--- src/rtl/dcache_to_icache_snoop_queue_pkg.sv ---
// Shared defaults for the data-cache to instruction-cache line-invalidate queue.
// Instances override these through their parameters.
package dcache_to_icache_snoop_queue_pkg;

    localparam int SNOOP_ADDR_W     = 32;
    localparam int SNOOP_LINE_LOG2  = 4;
    localparam int SNOOP_DEPTH_LOG2 = 5;

    // Width of a stored line tag once the in-line byte offset is dropped.
    function automatic int line_tag_width(input int addr_w, input int line_log2);
        return addr_w - line_log2;
    endfunction

endpackage

--- src/rtl/dcache_to_icache_snoop_match.sv ---
// Parallel line-tag comparator: hit when any valid, non-excluded entry equals the tag.
module dcache_to_icache_snoop_match #(
    parameter int DEPTH = 32,
    parameter int TAG_W = 28
) (
    input  logic [DEPTH-1:0][TAG_W-1:0] entries_i,
    input  logic [DEPTH-1:0]            valid_i,
    input  logic [DEPTH-1:0]            exclude_i,
    input  logic [TAG_W-1:0]            tag_i,
    output logic                        hit_o
);

    logic [DEPTH-1:0] eq;

    always_comb begin
        eq = '0;
        for (int i = 0; i < DEPTH; i++) begin
            eq[i] = (entries_i[i] == tag_i);
        end
    end

    assign hit_o = |(eq & valid_i & ~exclude_i);

endmodule

--- src/rtl/dcache_to_icache_snoop_queue.sv ---
// Line-invalidate FIFO from dcache writes to icache; overflow escalates to flush-all.
// Define DCACHE_TO_ICACHE_COALESCE_EN to discard writes whose line is already pending.
module dcache_to_icache_snoop_queue
    import dcache_to_icache_snoop_queue_pkg::*;
#(
    parameter int ADDR_W     = SNOOP_ADDR_W,
    parameter int LINE_LOG2  = SNOOP_LINE_LOG2,
    parameter int DEPTH_LOG2 = SNOOP_DEPTH_LOG2
) (
    input  logic                  clk,
    input  logic                  rst_n,
    input  logic                  dcachetoicache_write_do,
    input  logic [ADDR_W-1:0]     dcachetoicache_write_address,
    input  logic                  dcachetoicache_accept_do,
    output logic [ADDR_W-1:0]     dcachetoicache_accept_address,
    output logic                  dcachetoicache_accept_empty,
    output logic                  dcachetoicache_accept_flush_all,
    output logic [DEPTH_LOG2:0]   dcachetoicache_usedw
);

    localparam int TAG_W = line_tag_width(ADDR_W, LINE_LOG2);
    localparam int DEPTH = 1 << DEPTH_LOG2;
    localparam logic [DEPTH_LOG2:0] FULL_CNT = (DEPTH_LOG2 + 1)'(DEPTH);

    logic [DEPTH-1:0][TAG_W-1:0] mem_q;
    logic [DEPTH_LOG2-1:0]       rd_ptr_q, rd_ptr_d;
    logic [DEPTH_LOG2-1:0]       wr_ptr_q, wr_ptr_d;
    logic [DEPTH_LOG2:0]         count_q, count_d;
    logic                        ovf_q, ovf_d;

    logic [TAG_W-1:0] wr_tag;
    logic             not_empty, full, pop_ok, flush, hit, push_ok, drop_full;
    logic             unused_line_offset;

    assign wr_tag             = dcachetoicache_write_address[ADDR_W-1:LINE_LOG2];
    assign unused_line_offset = ^dcachetoicache_write_address[LINE_LOG2-1:0];

    assign not_empty = (count_q != '0);
    assign full      = (count_q == FULL_CNT);
    assign pop_ok    = dcachetoicache_accept_do & not_empty & ~ovf_q;
    assign flush     = dcachetoicache_accept_do & ovf_q;
    // A pop in the same cycle frees a slot, so a full queue can still accept.
    assign push_ok   = dcachetoicache_write_do & ~ovf_q & ~hit & (~full | pop_ok);
    assign drop_full = dcachetoicache_write_do & ~ovf_q & ~hit & full & ~pop_ok;

`ifdef DCACHE_TO_ICACHE_COALESCE_EN
    logic [DEPTH-1:0] valid_q, valid_d, exclude;

    always_comb begin
        exclude = '0;
        if (pop_ok) exclude[rd_ptr_q] = 1'b1;
    end

    dcache_to_icache_snoop_match #(
        .DEPTH (DEPTH),
        .TAG_W (TAG_W)
    ) u_match (
        .entries_i (mem_q),
        .valid_i   (valid_q),
        .exclude_i (exclude),
        .tag_i     (wr_tag),
        .hit_o     (hit)
    );

    // Clear before set: a full push+pop reuses the head slot and must stay valid.
    always_comb begin
        valid_d = valid_q;
        if (flush) begin
            valid_d = '0;
        end else begin
            if (pop_ok)  valid_d[rd_ptr_q] = 1'b0;
            if (push_ok) valid_d[wr_ptr_q] = 1'b1;
        end
    end

    always_ff @(posedge clk) begin
        if (!rst_n) valid_q <= '0;
        else        valid_q <= valid_d;
    end
`else
    assign hit = 1'b0;
`endif

    always_comb begin
        rd_ptr_d = rd_ptr_q;
        wr_ptr_d = wr_ptr_q;
        count_d  = count_q;
        ovf_d    = ovf_q;
        if (flush) begin
            rd_ptr_d = '0;
            wr_ptr_d = '0;
            count_d  = '0;
            ovf_d    = 1'b0;
        end else begin
            if (push_ok) wr_ptr_d = wr_ptr_q + 1'b1;
            if (pop_ok)  rd_ptr_d = rd_ptr_q + 1'b1;
            if (push_ok && !pop_ok)      count_d = count_q + 1'b1;
            else if (!push_ok && pop_ok) count_d = count_q - 1'b1;
            if (drop_full) ovf_d = 1'b1;
        end
    end

    always_ff @(posedge clk) begin
        if (!rst_n) begin
            rd_ptr_q <= '0;
            wr_ptr_q <= '0;
            count_q  <= '0;
            ovf_q    <= 1'b0;
        end else begin
            rd_ptr_q <= rd_ptr_d;
            wr_ptr_q <= wr_ptr_d;
            count_q  <= count_d;
            ovf_q    <= ovf_d;
        end
    end

    always_ff @(posedge clk) begin
        if (push_ok) mem_q[wr_ptr_q] <= wr_tag;
    end

    assign dcachetoicache_accept_address   = not_empty ? {mem_q[rd_ptr_q], {LINE_LOG2{1'b0}}} : '0;
    assign dcachetoicache_accept_empty     = ~not_empty & ~ovf_q;
    assign dcachetoicache_accept_flush_all = ovf_q;
    assign dcachetoicache_usedw            = count_q;

endmodule

--- config.mk ---
export PLATFORM = sky130hd
export DESIGN_NAME = dcache_to_icache_snoop_queue
export DESIGN_NICKNAME = d
export VERILOG_FILES = /design/src/rtl/dcache_to_icache_snoop_queue_pkg.sv /design/src/rtl/dcache_to_icache_snoop_match.sv /design/src/rtl/dcache_to_icache_snoop_queue.sv
export SDC_FILE = /design/constraint.sdc
export NUM_CORES = 1
export LEC_CHECK = 0
export CELL_PAD_IN_SITES_DETAIL_PLACEMENT = 1
export CELL_PAD_IN_SITES_GLOBAL_PLACEMENT = 2
export CORE_MARGIN = 2
export CORE_UTILIZATION = 40
export CTS_BUF_LIST = sky130_fd_sc_hd__clkbuf_4 sky130_fd_sc_hd__clkbuf_8
export DETAILED_ROUTE_END_ITERATION = 7
export GPL_ROUTABILITY_DRIVEN = 0
export PLACE_DENSITY_LB_ADDON = 0.1
export SETUP_SLACK_MARGIN = 0.2
export SLEW_MARGIN = 15
export SYNTH_ARGS = -nofsm -noshare
export SYNTH_HDL_FRONTEND = slang
export SYNTH_SLANG_ARGS = --single-unit
--- constraint.sdc ---
create_clock -name clk -period 6.8 [get_ports clk]
set_input_delay 1.36 -clock clk [delete_from_list [all_inputs] [get_ports clk]]
set_output_delay 1.36 -clock clk [all_outputs]
set_load 0.01 [all_outputs]
After elaboration in Yosys (flattened, before gate mapping)
Cells that the tools add are included. W data, S select, Z words.

Flip-flop bits (word level): 913. Output and inout bits: 40.

Add/sub/neg operators: 4. Order comparisons: 3. Eq/ne operators: 1. Mux-type cells: 8. Bitwise logic cells: 14. Reductions and logical operators: 8.

Operators by type and width (count): $bwmux W896 (1); $bmux W28 S5 (1); $demux W28 S5 (1); $mux W28 (2); $mux W32 (1); $lt A5 B6 Y1 const B (2); $mux W6 (2); $add A5 B1 Y5 const B (2); $and A1 B1 Y1 (8); $add A6 B1 Y6 const B (1); $eq A6 B6 Y1 const B (1); $reduce_bool A6 Y1 (1); $sub A6 B1 Y6 const B (1); $ge A5 B1 Y1 const B (1); $not A1 Y1 (5); $logic_and A1 B1 Y1 (3); $logic_not A1 Y1 (2); $reduce_bool A2 Y1 (1); $reduce_or A2 Y1 (1); $or A1 B1 Y1 (1).

Logic depth before layout (Yosys ltp)
Depth in word-level cells: 9. Depth in mapped cells: 12.

Worst setup path before layout
OpenSTA, ideal clock, no wires.

Path type: input-to-reg. Start: input port dcachetoicache_accept_do. End: register count_q[4] (netlist: dcachetoicache_usedw[4]). Arrival: 3.566 ns. Slack: 3.164 ns. Stages: 11. Cell sequence: nand2b_1 o311a_1 buf_6 ha_1 inv_1 ha_1 nor2b_1 o21a_1 o21ai_0 or3b_2 a21oi_1.

Longest elaborated chain between the ends: 7. Elaborated cells between the ends (all ways): 12. Those cells by class: 1 x mux; 5 x bitwise; 6 x reduce/logical.

RTL lines: start, declared (RTL line dcache_to_icache_snoop_queue.sv:14) `input logic dcachetoicache_accept_do,`; $and A1 B1 Y1 (*) (2 in series) (RTL line dcache_to_icache_snoop_queue.sv:40) `assign pop_ok = dcachetoicache_accept_do & not_empty & ~ovf_q;`; $or A1 B1 Y1 (*) (RTL line dcache_to_icache_snoop_queue.sv:43) `assign push_ok = dcachetoicache_write_do & ~ovf_q & ~hit & (~full | pop_ok);`; $and A1 B1 Y1 (*) (RTL line dcache_to_icache_snoop_queue.sv:43); named net push_ok (RTL line dcache_to_icache_snoop_queue.sv:32) `logic not_empty, full, pop_ok, flush, hit, push_ok, drop_full;`; $logic_not A1 Y1 (RTL line dcache_to_icache_snoop_queue.sv:98) `else if (!push_ok && pop_ok) count_d = count_q - 1'b1;`; $logic_and A1 B1 Y1 (RTL line dcache_to_icache_snoop_queue.sv:98); $reduce_bool A2 Y1 (no source line); end signal, assigned (RTL line dcache_to_icache_snoop_queue.sv:112) `count_q <= count_d;`; end, declared (RTL line dcache_to_icache_snoop_queue.sv:28) `logic [DEPTH_LOG2:0] count_q, count_d;`.

The timed path passes the listed nets; every way through them passes the cells marked *. A chain may end at the register's enable or synchronous reset.

Worst setup path after layout
Start: register rd_ptr_q[1]. End: output port dcachetoicache_accept_address[30].

Longest elaborated chain between the ends: 3.

RTL lines: start, declared (RTL line dcache_to_icache_snoop_queue.sv:26) `logic [DEPTH_LOG2-1:0] rd_ptr_q, rd_ptr_d;`; start signal, assigned (RTL line dcache_to_icache_snoop_queue.sv:110) `rd_ptr_q <= rd_ptr_d;`; $bmux W28 S5 (RTL line dcache_to_icache_snoop_queue.sv:121) `assign dcachetoicache_accept_address = not_empty ? {mem_q[rd_ptr_q], {LINE_LOG2{1'b0}}} : '0;`; $mux W28 (implied by the code) (RTL line dcache_to_icache_snoop_queue.sv:121); $mux W32 (RTL line dcache_to_icache_snoop_queue.sv:121); end, declared (RTL line dcache_to_icache_snoop_queue.sv:15) `output logic [ADDR_W-1:0] dcachetoicache_accept_address,`.

No other way between the ends. The select of a mux whose other input is x is not followed.

==> reports/metrics.json <==
{
  "result_of_the_run": {"value": "completed"},
  "synth_edf_count": {"value": 896},
  "post-route-drc-count": {"value": 0},
  "total_neg_setup_slack": {"value": 0, "unit": "ns"},
  "synth.ff_latch_count": {"value": 913},
  "die-width": {"value": 300, "unit": "um"},
  "finalSetupViolations": {"value": 0},
  "routed_via_density": {"value": 5.63},
  "synth_top_family_by_area": {"value": "multiplexers"},
  "grt_start_max_net_pins": {"value": 76},
  "count_of_filler_cells_inserted_in_the_layout": {"value": 7887},
  "critical_path.reg2reg.startpoint": {"value": "dcachetoicache_usedw[0]$_SDFFE_PP0P_"},
  "area_growth_syn_to_layout": {"value": 15.4, "unit": "%"},
  "crit_path_start_kind": {"value": "register"},
  "cp_slowest_stage_delay": {"value": 0.83, "unit": "ns"},
  "cts_tree": {"value": "done"},
  "power.share.clock": {"value": 0.337},
  "synthCells": {"value": 1639},
  "regArea": {"value": 27300, "unit": "um2"},
  "cts.repair_timing.setup_buffer_count": {"value": 0},
  "finalWorstPathRequiredPeriod": {"value": 5.79, "unit": "ns"},
  "worstPathArrival": {"value": 4.43, "unit": "ns"},
  "critPathCaptureType": {"value": "primary output"},
  "critPathBufInv": {"value": 2},
  "multi_input_comb_area": {"value": 7560, "unit": "um2"},
  "synth_fa_ha_area_frac": {"value": 0.00449},
  "wl_per_cell": {"value": 29.8, "unit": "um"},
  "p_leak": {"value": 12.4, "unit": "nW"},
  "holdCritPathClass": {"value": "register to register"},
  "first_pass_grt_wire_length": {"value": 134000, "unit": "um"},
  "overflow": {"value": 0},
  "skew": {"value": 0.0436, "unit": "ns"},
  "crit_fanout": {"value": 36},
  "sequential_area_share_after_synthesis": {"value": 0.777},
  "post_route_cells_drive_above_1_share": {"value": 0.277},
  "place.detailed.hpwl": {"value": 51300, "unit": "um"},
  "cts-root-to-sink-buffers": {"value": 3},
  "cts_hold_buffers": {"value": 0},
  "via_count_of_the_first_global_routing_pass": {"value": 19000},
  "number_of_antenna_violations_at_the_first_check_in_global_routing": {"value": 3},
  "slew_headroom": {"value": 0.228},
  "finalHoldViolations": {"value": 0},
  "cpLargestDelayFamily": {"value": "buffers and inverters"},
  "ys_warn_count": {"value": 0},
  "groute.usage.overall": {"value": 0.210},
  "post-route-period-util": {"value": 0.852},
  "placed_cell_area": {"value": 37500, "unit": "um2"},
  "dieHeight": {"value": 300, "unit": "um"},
  "timing.rr.end": {"value": "dcachetoicache_usedw[4]$_SDFFE_PP0P_"},
  "nets": {"value": 1879},
  "critical_path.endpoint": {"value": "dcachetoicache_accept_address[30]"},
  "synthSimpleGateAreaFrac": {"value": 0.0172},
  "drtIter0Drc": {"value": 1325},
  "critical_setup_path_kind": {"value": "register to primary output"},
  "fp.dieArea": {"value": 90100, "unit": "um2"},
  "num_rows": {"value": 108},
  "combPwrFrac": {"value": 0.213},
  "crit_cells": {"value": 6},
  "worst_ep_required": {"value": 5.44, "unit": "ns"},
  "port_buffer_count": {"value": 67},
  "insertion_delay": {"value": 0.81, "unit": "ns"},
  "critPathSlowestCell": {"value": "a2111oi_0"},
  "grt_setup_unrepaired": {"value": "false"},
  "clock-sinks": {"value": 913},
  "postRouteWirelength": {"value": 92700, "unit": "um"},
  "io-pin-count": {"value": 76},
  "setup_crit_start": {"value": "rd_ptr_q[1]$_SDFFE_PP0P_"},
  "timing.reg2reg.setup_slack": {"value": 3.19, "unit": "ns"},
  "vdd_ir_drop_max": {"value": 0.000215, "unit": "V"},
  "net_switching_share_of_the_total_power": {"value": 0.276},
  "synth_top_flop_cell": {"value": "edfxtp_1"},
  "drt.antenna.violating_nets": {"value": 0},
  "cts-htree-levels": {"value": 4},
  "max_freq": {"value": 173, "unit": "MHz"},
  "clk_transition_reported_paths": {"value": 0.06, "unit": "ns"},
  "async_flop_share": {"value": 0},
  "syn_avg_cell_area": {"value": 21.4, "unit": "um2"},
  "cts_root_buf": {"value": "clkbuf_8"},
  "start_util": {"value": 0.404},
  "total_switching_power": {"value": 0.00391, "unit": "W"},
  "cellInternalPower": {"value": 0.0103, "unit": "W"},
  "timing.reg2reg.worst_path_depth": {"value": 10},
  "maxSlewViolCount": {"value": 0},
  "ys_types": {"value": 47},
  "synthXorXnorAreaFrac": {"value": 0.00200},
  "cp_cell_sequence": {"value": "buf_4 -> mux4_2 -> a22o_1 -> a2111oi_0 -> nor3_1 -> clkdlybuf4s50_1"},
  "timing_worst_slew_pin_value": {"value": 1.15, "unit": "ns"},
  "power.share.sequential": {"value": 0.450},
  "synth-compound-area-share": {"value": 0.0427},
  "placeableCoreArea": {"value": 86900, "unit": "um2"},
  "postCtsResizedCells": {"value": 0},
  "synth.mux.area_fraction": {"value": 0.141},
  "num_cts_buffers": {"value": 158},
  "post_synthesis_cell_area": {"value": 35100, "unit": "um2"},
  "maxCapViolCount": {"value": 0},
  "via_count": {"value": 17500},
  "power_density": {"value": 351, "unit": "nW/um2"},
  "finish.instance_area": {"value": 40500, "unit": "um2"},
  "drt-pass1-iter-count": {"value": 4}
}
## worst min-delay path by stage
stage,slack (ns),cells after the start,to,start
final,0.56,2,dcachetoicache_usedw[2]$_SDFFE_PP0P_,dcachetoicache_usedw[2]$_SDFFE_PP0P_
after global routing,0.59,2,dcachetoicache_usedw[2]$_SDFFE_PP0P_,dcachetoicache_usedw[2]$_SDFFE_PP0P_
after CTS,0.56,2,dcachetoicache_usedw[2]$_SDFFE_PP0P_,dcachetoicache_usedw[2]$_SDFFE_PP0P_
after detailed placement,0.54,2,dcachetoicache_usedw[2]$_SDFFE_PP0P_,dcachetoicache_usedw[2]$_SDFFE_PP0P_
after global placement,0.54,2,dcachetoicache_accept_flush_all$_SDFFE_PP0P_,dcachetoicache_accept_flush_all$_SDFFE_PP0P_
after floorplan,0.53,2,dcachetoicache_usedw[2]$_SDFFE_PP0P_,dcachetoicache_usedw[2]$_SDFFE_PP0P_
## worst min-delay path: cells and delay by family (launching register included)
kind	cells	cell delay, ns
DFF	1	0.37
and+or+nand+nor	1	0.09
AOI/OAI and AO/OA	1	0.05
## Yosys cell counts, drive strengths merged, types with 5 or more instances
library cell  number  area share
o22ai             28      0.0050
a211oi            28      0.0060
edfxtp           896        0.77
buf               53       0.010
nand3              7      0.0010
o21ai              6     0.00086
nand2             18      0.0021
clkbuf            49      0.0052
dfxtp             17      0.0097
o221ai            27      0.0067
xor2               5      0.0012
a22o              55       0.014
a21oi              8      0.0011
inv                8     0.00086
a2111oi           28      0.0070
mux4             169        0.11
nor3              32      0.0047
nor2              50      0.0054
ha                11      0.0039
mux2i            112       0.032
## final cells by class
| class | instances | share of cell area |
|---|---|---|
| clock buffer | 224 | 0.0663 |
| tap | 1155 | 0.0357 |
| multi-input combinational | 619 | 0.187 |
| clock inverter | 57 | 0.00804 |
| sequential | 913 | 0.674 |
| inverter | 8 | 0.000742 |
| antenna | 1 | 0.0000618 |
| timing repair buffer | 131 | 0.0288 |
## per-layer routing
layer / global-route usage / wire [um] / vias to the layer above
li1: - / - / 7367
met4: 0.0544 / 1630 / 2
met1: 0.290 / 40900 / 9538
met3: 0.0415 / 4460 / 129
met2: 0.344 / 45700 / 453
met5: 0 / 13 / -
## placed cells by master, fill, tap and decap left out, types with 27 or more instances in the layout
cell type / n
edfxtp_1: 896
mux4_2: 169
clkbuf_8: 160
mux2i_1: 112
clkbuf_4: 64
buf_4: 59
clkdlybuf4s50_1: 58
a22o_1: 55
nor2_4: 33
clkinv_1: 33
nor3_1: 31
o22ai_1: 28
a2111oi_0: 28
a211oi_1: 28
o221ai_1: 27
## power groups by stage
stage | Sequential (W) | Combinational (W) | Clock, W
after floorplan | 0.00643 | 0.00201 | 0
after global placement | 0.00651 | 0.00305 | 0
after detailed placement | 0.00651 | 0.00309 | 0
after CTS | 0.00640 | 0.00310 | 0.00492
after global routing | 0.00641 | 0.00325 | 0.00516
final | 0.00639 | 0.00302 | 0.00479
## sequential cells by signal (all words and copies together) (netlist names)
register,count
mem_q,896
dcachetoicache_usedw,6
rd_ptr_q,5
wr_ptr_q,5
dcachetoicache_accept_flush_all,1
## metrics by stage
| step | instances | hold slack, ns | power (W) | utilization | worst slack (ns) |
|---|---|---|---|---|---|
| finish | 3108 | 0.557 | 0.0142 | 0.466 | 1.01 |
| floorplan | 1642 | 0.526 | 0.00844 | - | 3.16 |
| global route | 3108 | 0.593 | 0.0148 | 0.466 | 0.863 |
| CTS | 3107 | 0.558 | 0.0144 | 0.466 | 0.888 |
| global placement | 2825 | 0.538 | 0.00956 | 0.431 | 1.80 |
| detailed placement | 2826 | 0.542 | 0.00960 | 0.432 | 1.80 |
## kinds of logic after synthesis
| logic type | after synthesis |
|---|---|
| mux | 282 |
| fa+ha+maj | 12 |
| xor+xnor | 8 |
| simple gates | 126 |
| other cells | 1 |
| flops | 913 |
| compound gates | 187 |
| buf+inv | 110 |
(Power assumes the default switching activity.)
